[src/rtl/sccb_responder.sv]
// SCCB slave with a 256x8 register file, standing in for an OV camera sensor on the
// configuration bus. Handles 3-phase writes and 2-phase + 2-phase reads for one device ID.
module sccb_responder #(
    parameter logic [7:0] DEV_ID = 8'h42
) (
    input  logic       clk,
    input  logic       rst,
    input  logic       scl,
    input  logic       sda_in,
    output logic       sda_oe,
    output logic       reg_we,
    output logic [7:0] reg_addr,
    output logic [7:0] reg_wdata,
    input  logic [7:0] dbg_addr,
    output logic [7:0] dbg_data,
    output logic       busy,
    output logic       id_err
);

    typedef enum logic [3:0] {
        IDLE, ID, ID_ACK, SUB, SUB_ACK, WDATA, WDATA_ACK, RDATA, RD_ACK, HOLD
    } state_t;

    state_t     state;
    logic [1:0] scl_sync, sda_sync;
    logic       scl_d, sda_d;
    logic       scl_s, sda_s;
    logic       scl_rise, scl_fall, start_cond, stop_cond;
    logic [7:0] regs [256];
    logic [7:0] shift, sub_ptr, rx_byte;
    logic [3:0] cnt;
    logic       rw, wr_en;

    assign scl_s      = scl_sync[1];
    assign sda_s      = sda_sync[1];
    assign scl_rise   = scl_s & ~scl_d;
    assign scl_fall   = ~scl_s & scl_d;
    assign start_cond = scl_s & scl_d & sda_d & ~sda_s;
    assign stop_cond  = scl_s & scl_d & ~sda_d & sda_s;
    assign rx_byte    = {shift[6:0], sda_s};
    assign wr_en      = (state == WDATA) && scl_rise && (cnt == 4'd7);

    // Bus idles high, so the synchronizers reset to 1 to avoid a phantom edge at release.
    always_ff @(posedge clk or negedge rst) begin
        if (!rst) begin
            scl_sync <= 2'b11;
            sda_sync <= 2'b11;
            scl_d    <= 1'b1;
            sda_d    <= 1'b1;
        end else begin
            scl_sync <= {scl_sync[0], scl};
            sda_sync <= {sda_sync[0], sda_in};
            scl_d    <= scl_s;
            sda_d    <= sda_s;
        end
    end

    // NOTE: the register file must clear on reset, so it is built from resettable flops
    // rather than a RAM macro; a RAM would keep stale contents across rst.
    always_ff @(posedge clk or negedge rst) begin
        if (!rst) begin
            for (int i = 0; i < 256; i++) regs[i] <= 8'h00;
            dbg_data <= 8'h00;
        end else begin
            dbg_data <= regs[dbg_addr];
            if (wr_en) regs[sub_ptr] <= rx_byte;
        end
    end

    // NOTE: all state here uses non-blocking assignments so every branch sees the
    // pre-edge values of sda_oe, cnt and shift regardless of statement order.
    always_ff @(posedge clk or negedge rst) begin
        if (!rst) begin
            state     <= IDLE;
            sda_oe    <= 1'b0;
            reg_we    <= 1'b0;
            reg_addr  <= 8'h00;
            reg_wdata <= 8'h00;
            busy      <= 1'b0;
            id_err    <= 1'b0;
            sub_ptr   <= 8'h00;
            shift     <= 8'h00;
            cnt       <= 4'd0;
            rw        <= 1'b0;
        end else begin
            reg_we <= 1'b0;
            if (stop_cond) begin
                state  <= IDLE;
                sda_oe <= 1'b0;
                busy   <= 1'b0;
            end else if (start_cond) begin
                state  <= ID;
                sda_oe <= 1'b0;
                busy   <= 1'b1;
                cnt    <= 4'd0;
            end else begin
                case (state)
                    ID: if (scl_rise) begin
                        shift <= rx_byte;
                        cnt   <= cnt + 4'd1;
                        if (cnt == 4'd7) begin
                            cnt <= 4'd0;
                            if (rx_byte[7:1] != DEV_ID[7:1]) begin
                                id_err <= 1'b1;
                                state  <= HOLD;
                            end else begin
                                rw    <= rx_byte[0];
                                state <= ID_ACK;
                            end
                        end
                    end
                    SUB: if (scl_rise) begin
                        shift <= rx_byte;
                        cnt   <= cnt + 4'd1;
                        if (cnt == 4'd7) begin
                            sub_ptr <= rx_byte;
                            state   <= SUB_ACK;
                        end
                    end
                    WDATA: if (scl_rise) begin
                        shift <= rx_byte;
                        cnt   <= cnt + 4'd1;
                        if (cnt == 4'd7) begin
                            reg_we    <= 1'b1;
                            reg_addr  <= sub_ptr;
                            reg_wdata <= rx_byte;
                            state     <= WDATA_ACK;
                        end
                    end
                    // First falling edge drives the ACK low, the second ends the slot.
                    ID_ACK, SUB_ACK, WDATA_ACK: if (scl_fall) begin
                        if (!sda_oe) begin
                            sda_oe <= 1'b1;
                        end else begin
                            cnt <= 4'd0;
                            if (state == ID_ACK && rw) begin
                                shift  <= regs[sub_ptr];
                                sda_oe <= ~regs[sub_ptr][7];
                                state  <= RDATA;
                            end else begin
                                sda_oe <= 1'b0;
                                if (state == ID_ACK)       state <= SUB;
                                else if (state == SUB_ACK) state <= WDATA;
                                else                       state <= HOLD;
                            end
                        end
                    end
                    RDATA: begin
                        if (scl_rise) cnt <= cnt + 4'd1;
                        if (scl_fall) begin
                            if (cnt == 4'd8) begin
                                sda_oe <= 1'b0;
                                state  <= RD_ACK;
                            end else begin
                                sda_oe <= ~shift[6];
                                shift  <= {shift[6:0], 1'b0};
                            end
                        end
                    end
                    RD_ACK: if (scl_rise) state <= HOLD;
                    default: ;
                endcase
            end
        end
    end

endmodule

[config.mk]
export PLATFORM = sky130hd
export DESIGN_NAME = sccb_responder
export DESIGN_NICKNAME = d
export VERILOG_FILES = /design/src/rtl/sccb_responder.sv
export SDC_FILE = /design/constraint.sdc
export NUM_CORES = 2
export LEC_CHECK = 0
export BUFFER_PORTS_ARGS = -buffer_cell sky130_fd_sc_hd__buf_2
export CAP_MARGIN = 20
export CORE_MARGIN = 2
export CORE_UTILIZATION = 57
export DETAILED_ROUTE_END_ITERATION = 10
export PLACE_DENSITY = 0.8
export SETUP_SLACK_MARGIN = 0.5
export SKIP_LAST_GASP = 1
export SYNTH_ARGS = -nofsm -noshare
export SYNTH_HDL_FRONTEND = slang
export SYNTH_SLANG_ARGS = --single-unit
[constraint.sdc]
create_clock -name clk -period 5.1 [get_ports clk]
set_input_delay 1.02 -clock clk [delete_from_list [all_inputs] [get_ports clk]]
set_output_delay 1.02 -clock clk [all_outputs]
set_load 0.1 [all_outputs]
Word level (Yosys, flattened, before mapping)
Index checks and enable logic that the tools add are counted.
{"block": "word_totals", "output_inout_bits": 28, "ff_bits": 2106}
{"block": "classes", "add_sub_neg": 1, "mux": 56, "reduce_logical": 20, "n_bitwise": 18, "n_eq_ne": 32, "n_lt_le_gt_ge": 3}
{"cell": "$bwmux 2048", "count": 1}
{"cell": "$bmux 8 s8", "count": 2}
{"cell": "$mux 4", "count": 23}
{"cell": "$demux 8 s8", "count": 1}
{"cell": "$mux 7", "count": 6}
{"cell": "$mux 8", "count": 5}
{"cell": "$ne 4x4->1 const B", "count": 10}
{"cell": "$pmux 4 s6", "count": 1}
{"cell": "$pmux 7 s3", "count": 1}
{"cell": "$eq 4x3->1 const B", "count": 5}
{"cell": "$ge 9x9->1 const B", "count": 2}
{"cell": "$not 8->9", "count": 2}
{"cell": "$reduce_and 6->1", "count": 3}
{"cell": "$mux 1", "count": 14}
{"cell": "$pmux 4 s3", "count": 1}
{"cell": "$reduce_and 12->1", "count": 1}
{"cell": "$ne 2x2->1 const B", "count": 5}
{"cell": "$reduce_and 5->1", "count": 2}
{"cell": "$lt 9x1->1 const B", "count": 1}
{"cell": "$ne 3x3->1 const B", "count": 3}
{"cell": "$not 1->1", "count": 9}
{"cell": "$reduce_and 9->1", "count": 1}
{"cell": "$reduce_or 3->1", "count": 3}
{"cell": "$eq 4x2->1 const B", "count": 2}
{"cell": "other kinds (15)", "count": 26}

Depth between registers and ports, before layout
{"block": "logic_depth", "word_depth": 11, "mapped_depth": 13}

Worst setup path before layout
OpenSTA, ideal clock, no wires.
{"block": "synth_path", "path_kind": "input-to-reg", "start": "in dbg_addr[0]", "end": "reg dbg_data[0]", "slack_ps": 1736, "stages": 8, "setup_ps": 127, "arrival_ps": 3237, "n_path_buf": 2, "path_cell_list": "clkbuf_1 -> buf_1 -> mux4_2 -> a22oi_1 -> a21oi_1 -> nor4_1 -> o22ai_1 -> or2_2"}
{"block": "synth_via", "elab_chain_cells": 4}
{"item": "from (decl)", "line": "14", "text": "input logic [7:0] dbg_addr,"}
{"item": "$not 8->9 (not written as such)", "line": "65", "text": "dbg_data <= regs[dbg_addr];"}
{"item": "$bmux 8 s8", "line": "65"}
{"item": "$mux 8 (not written as such) (2 in series)", "line": "65"}
{"item": "to (signal assigned)", "line": "65"}
{"item": "to (decl)", "line": "15", "text": "output logic [7:0] dbg_data,"}
No other way between the ends. The select of a mux whose other input is x is not followed.
A chain may end at the register's enable or synchronous reset.

Worst setup path in the final report
{"block": "layout_path", "start": "reg sub_ptr[0]", "end": "reg shift[5]"}
{"block": "layout_via", "elab_chain_cells": 8}
{"item": "from (decl)", "line": "30", "text": "logic [7:0] shift, sub_ptr, rx_byte;"}
{"item": "from (signal assigned)", "line": "116", "text": "sub_ptr <= rx_byte;"}
{"item": "$not 8->9 (not written as such)", "line": "137", "text": "shift <= regs[sub_ptr];"}
{"item": "$bmux 8 s8", "line": "137"}
{"item": "$mux 8 (2 in series)"}
{"item": "$mux 7", "line": "136", "text": "if (state == ID_ACK && rw) begin"}
{"item": "$mux 7", "line": "132", "text": "if (!sda_oe) begin"}
{"item": "$mux 7", "line": "131", "text": "ID_ACK, SUB_ACK, WDATA_ACK: if (scl_fall) begin"}
{"item": "$pmux 7 s3", "line": "97", "text": "case (state)"}
{"item": "to (signal assigned)", "line": "99", "text": "shift <= rx_byte;"}
{"item": "to (signal assigned)", "line": "113", "text": "shift <= rx_byte;"}
{"item": "to (signal assigned)", "line": "137"}
{"item": "to (decl)", "line": "30"}
No other way between the ends. The select of a mux whose other input is x is not followed.

==> metrics.txt <==
1st-iter DRT viols 11,700; Net Switching ~10 mW; critical path endpoint category flip-flop; worst-path cell chain buf_12 > buf_12 > mux4_2 > mux2i_1 > nor3_1 > a21oi_1 > o211ai_1 > a2111oi_0 > a21oi_1; Worst Setup SP sub_ptr[0]; post-CTS setup buffers 0; Wirelength per Cell 38.0 um; FF+latch area 0.0528 mm2; slowest CP cell a2111oi_0; FF-to-FF End shift[5]; RSZ-0062 raised after global routing false; Max rail drop VDD 0.365 mV; combinational share of power between 8 and 9%; power share of the clock group 45.2%; vias 78,200; Core Rows 162; initial cell density of the core 57.3%; status complete, but fails checks; vias in the first global route 78,300; Layout Utilization 63.3%; Final min period roughly 4.6 ns; Post-Place Cells just under 10,000; part of the Yosys area used for sequential elements 47.3%; post-synthesis register bit count roughly 2,100; H-tree depth 4; router iterations before antenna repair 7; Post-CTS Hold Fix Bufs 0; initial antenna violation count 39; die extent in x 446 um; Final GP Congestion about 1.0; largest net degree at the start of global routing 219; Post-Syn Area per Cell 14.9 um2; most common library cell in the layout ignoring fill and taps dfrtp_1; crit share post-route 89.5%; critical path required time between 5 and 6 ns; leakage power 54.9 nW; type of the worst setup path flip-flop to flip-flop; dominant cell type by area after synthesis dfrtp_1; share of cells above drive strength 1 51.8%; switch share 27.3%; drc violations 0; Core ar. 0.195 mm2; Final Hold Vio Count 0; most frequent cells in the layout 2,086 x dfrtp_1, 2,045 x mux2_2, 976 x mux4_2; total internal power 27.1 mW; TritonCTS buffer count 211; sequential group share of total power 46.3%; fmax 219 MHz; Max FO, Critical Path 25; Post-Route Skew between 0.05 and 0.06 ns; Synth area leaders dfrtp_1 47%, mux2_2 21%, mux4_2 20%; area delta synth->final 10.6%; Finished Layout Cells 10,200; IO buf count 39; Worst-path clk slew around 0.07 ns; failing checks max-slew violations; global-route wire length before repair 562,000 um; Worst Setup Start Kind flip-flop; Filler cells around 14,000; cell depth of the worst flop-to-flop path 9; Post-synth EDFFs 0; MaxCap Viol Count 0; R2R Setup Slk 0.54 ns; post-synth cell types 80; CP peak stage delay roughly 0.99 ns; post-CTS sizing 0; GRT overflow 0; reg2reg start sub_ptr[0]; setup TNS 0 ns; area fraction of the dominant cell type after synthesis a little under half; most common flop cell mapped by yosys dfrtp_1; I/O Pins 40; Net Count, Synth 7,506; crit path DAT 5.29 ns; Final Max Tran Viols 174; Die Span Y around 450 um; Yosys warning total 0; clock latency on the worst-skew pair 0.91 ns; FFs w/ async S/R, synth 100%; ANT nets after route 0; Tot GR Track Use 39.1%; DP Wirelength 257,000 um; TritonCTS clock tree yes; PwrDens 303 mW/mm2; DRT Wirelength between 300,000 and 400,000 um; total die area 0.199 mm2; Rel. slew slack -11.5%; slew of the pin with the lowest slew margin 1.67 ns; Mapped Cells 7,492; CTS max path bufs 3; Synth Cell Area 0.111 mm2; root buffer cell clkbuf_16; final setup fails 0; worst min path class input port to async pin; Nets 7,447; area of the multi-input gates 0.0559 mm2; CTS Sinks 2,106; vias per cell 7.68
final cells by class:
| type | instances | share of cell area [%] |
|---|---|---|
| Tap cell | 2542 | 2.58 |
| Clock inverter | 81 | 0.993 |
| Multi-Input combinational cell | 4714 | 45.4 |
| Timing Repair Buffer | 389 | 3.02 |
| Sequential cell | 2106 | 42.8 |
| Inverter | 11 | 0.0355 |
| Clock buffer | 311 | 5.11 |
| Antenna cell | 31 | 0.0629 |
cells by family after synthesis:
group | Yosys count | synth area share (%)
fa+ha+maj | 3 | 0.0314
flops | 2106 | 47.3
mux | 3179 | 41.8
simple gates | 762 | 3.41
compound gates | 770 | 4.74
buf+inv | 672 | 2.73
synth_stat cells (58+ instances only):
library cell	instances
dfrtp_1	2100
mux2_2	2045
mux4_2	976
clkbuf_1	414
a22oi_1	363
nand2_1	321
a21oi_1	186
mux2i_1	148
buf_2	131
nor2_2	93
nor2_1	84
nand3_1	58
critical path: cells and delay by family, from the launching register on:
family	cells	cell delay, ns
mux	2	0.89
flops	1	0.87
buf+inv	2	0.62
compound gates	4	1.77
simple gates	1	0.15
metrics by stage:
stage | hold slack, ns | worst slack [ns] | instance area [um2] | power [mW]
global placement | 0.350 | 0.244 | 116000 | 20.5
finish | 0.0963 | 0.537 | 123000 | 37.3
global route | 0.158 | 0.603 | 123000 | 38.2
detailed placement | 0.348 | 0.177 | 116000 | 20.6
floorplan | 0.345 | 1.74 | 111000 | 19.1
CTS | 0.180 | 1.09 | 123000 | 37.2
state kept, by name, summed over array words and instances (netlist names), 4 cells and up:
name       cells
sub_ptr        8
reg_addr       8
reg_wdata      8
dbg_data       8
cnt            4
regs        2048
shift          7
state          4
metal layers:
layer | GRT usage [%] | vias up | share of wire, %
li1 | - | 29200 | -
met1 | 49.0 | 40800 | 34
met2 | 54.6 | 6367 | 43
met3 | 16.8 | 1792 | 14
met4 | 27.0 | 40 | 8.7
met5 | 0.952 | - | 0.13
worst max-delay path by stage:
stage | to | slack [ns] | cells past startpoint
5_1_grt | shift[5] | 0.60 | 9
3_3_place_gp | dbg_data[5] | 0.24 | 10
6_report | shift[5] | 0.54 | 9
2_1_floorplan | dbg_data[0] | 1.74 | 8
3_5_place_dp | dbg_data[5] | 0.18 | 10
4_1_cts | regs[630] | 1.09 | 8
power groups by stage:
stage                     registers [mW]  clock network, mW  logic [mW]
after floorplan                     17.1                  0        1.98
after global placement              17.5                  0        2.99
after detailed placement            17.6                  0        3.08
after CTS                           17.3               16.9        3.10
after global routing                17.3               17.6        3.31
final                               17.3               16.9        3.17
(Power assumes the default switching activity.)
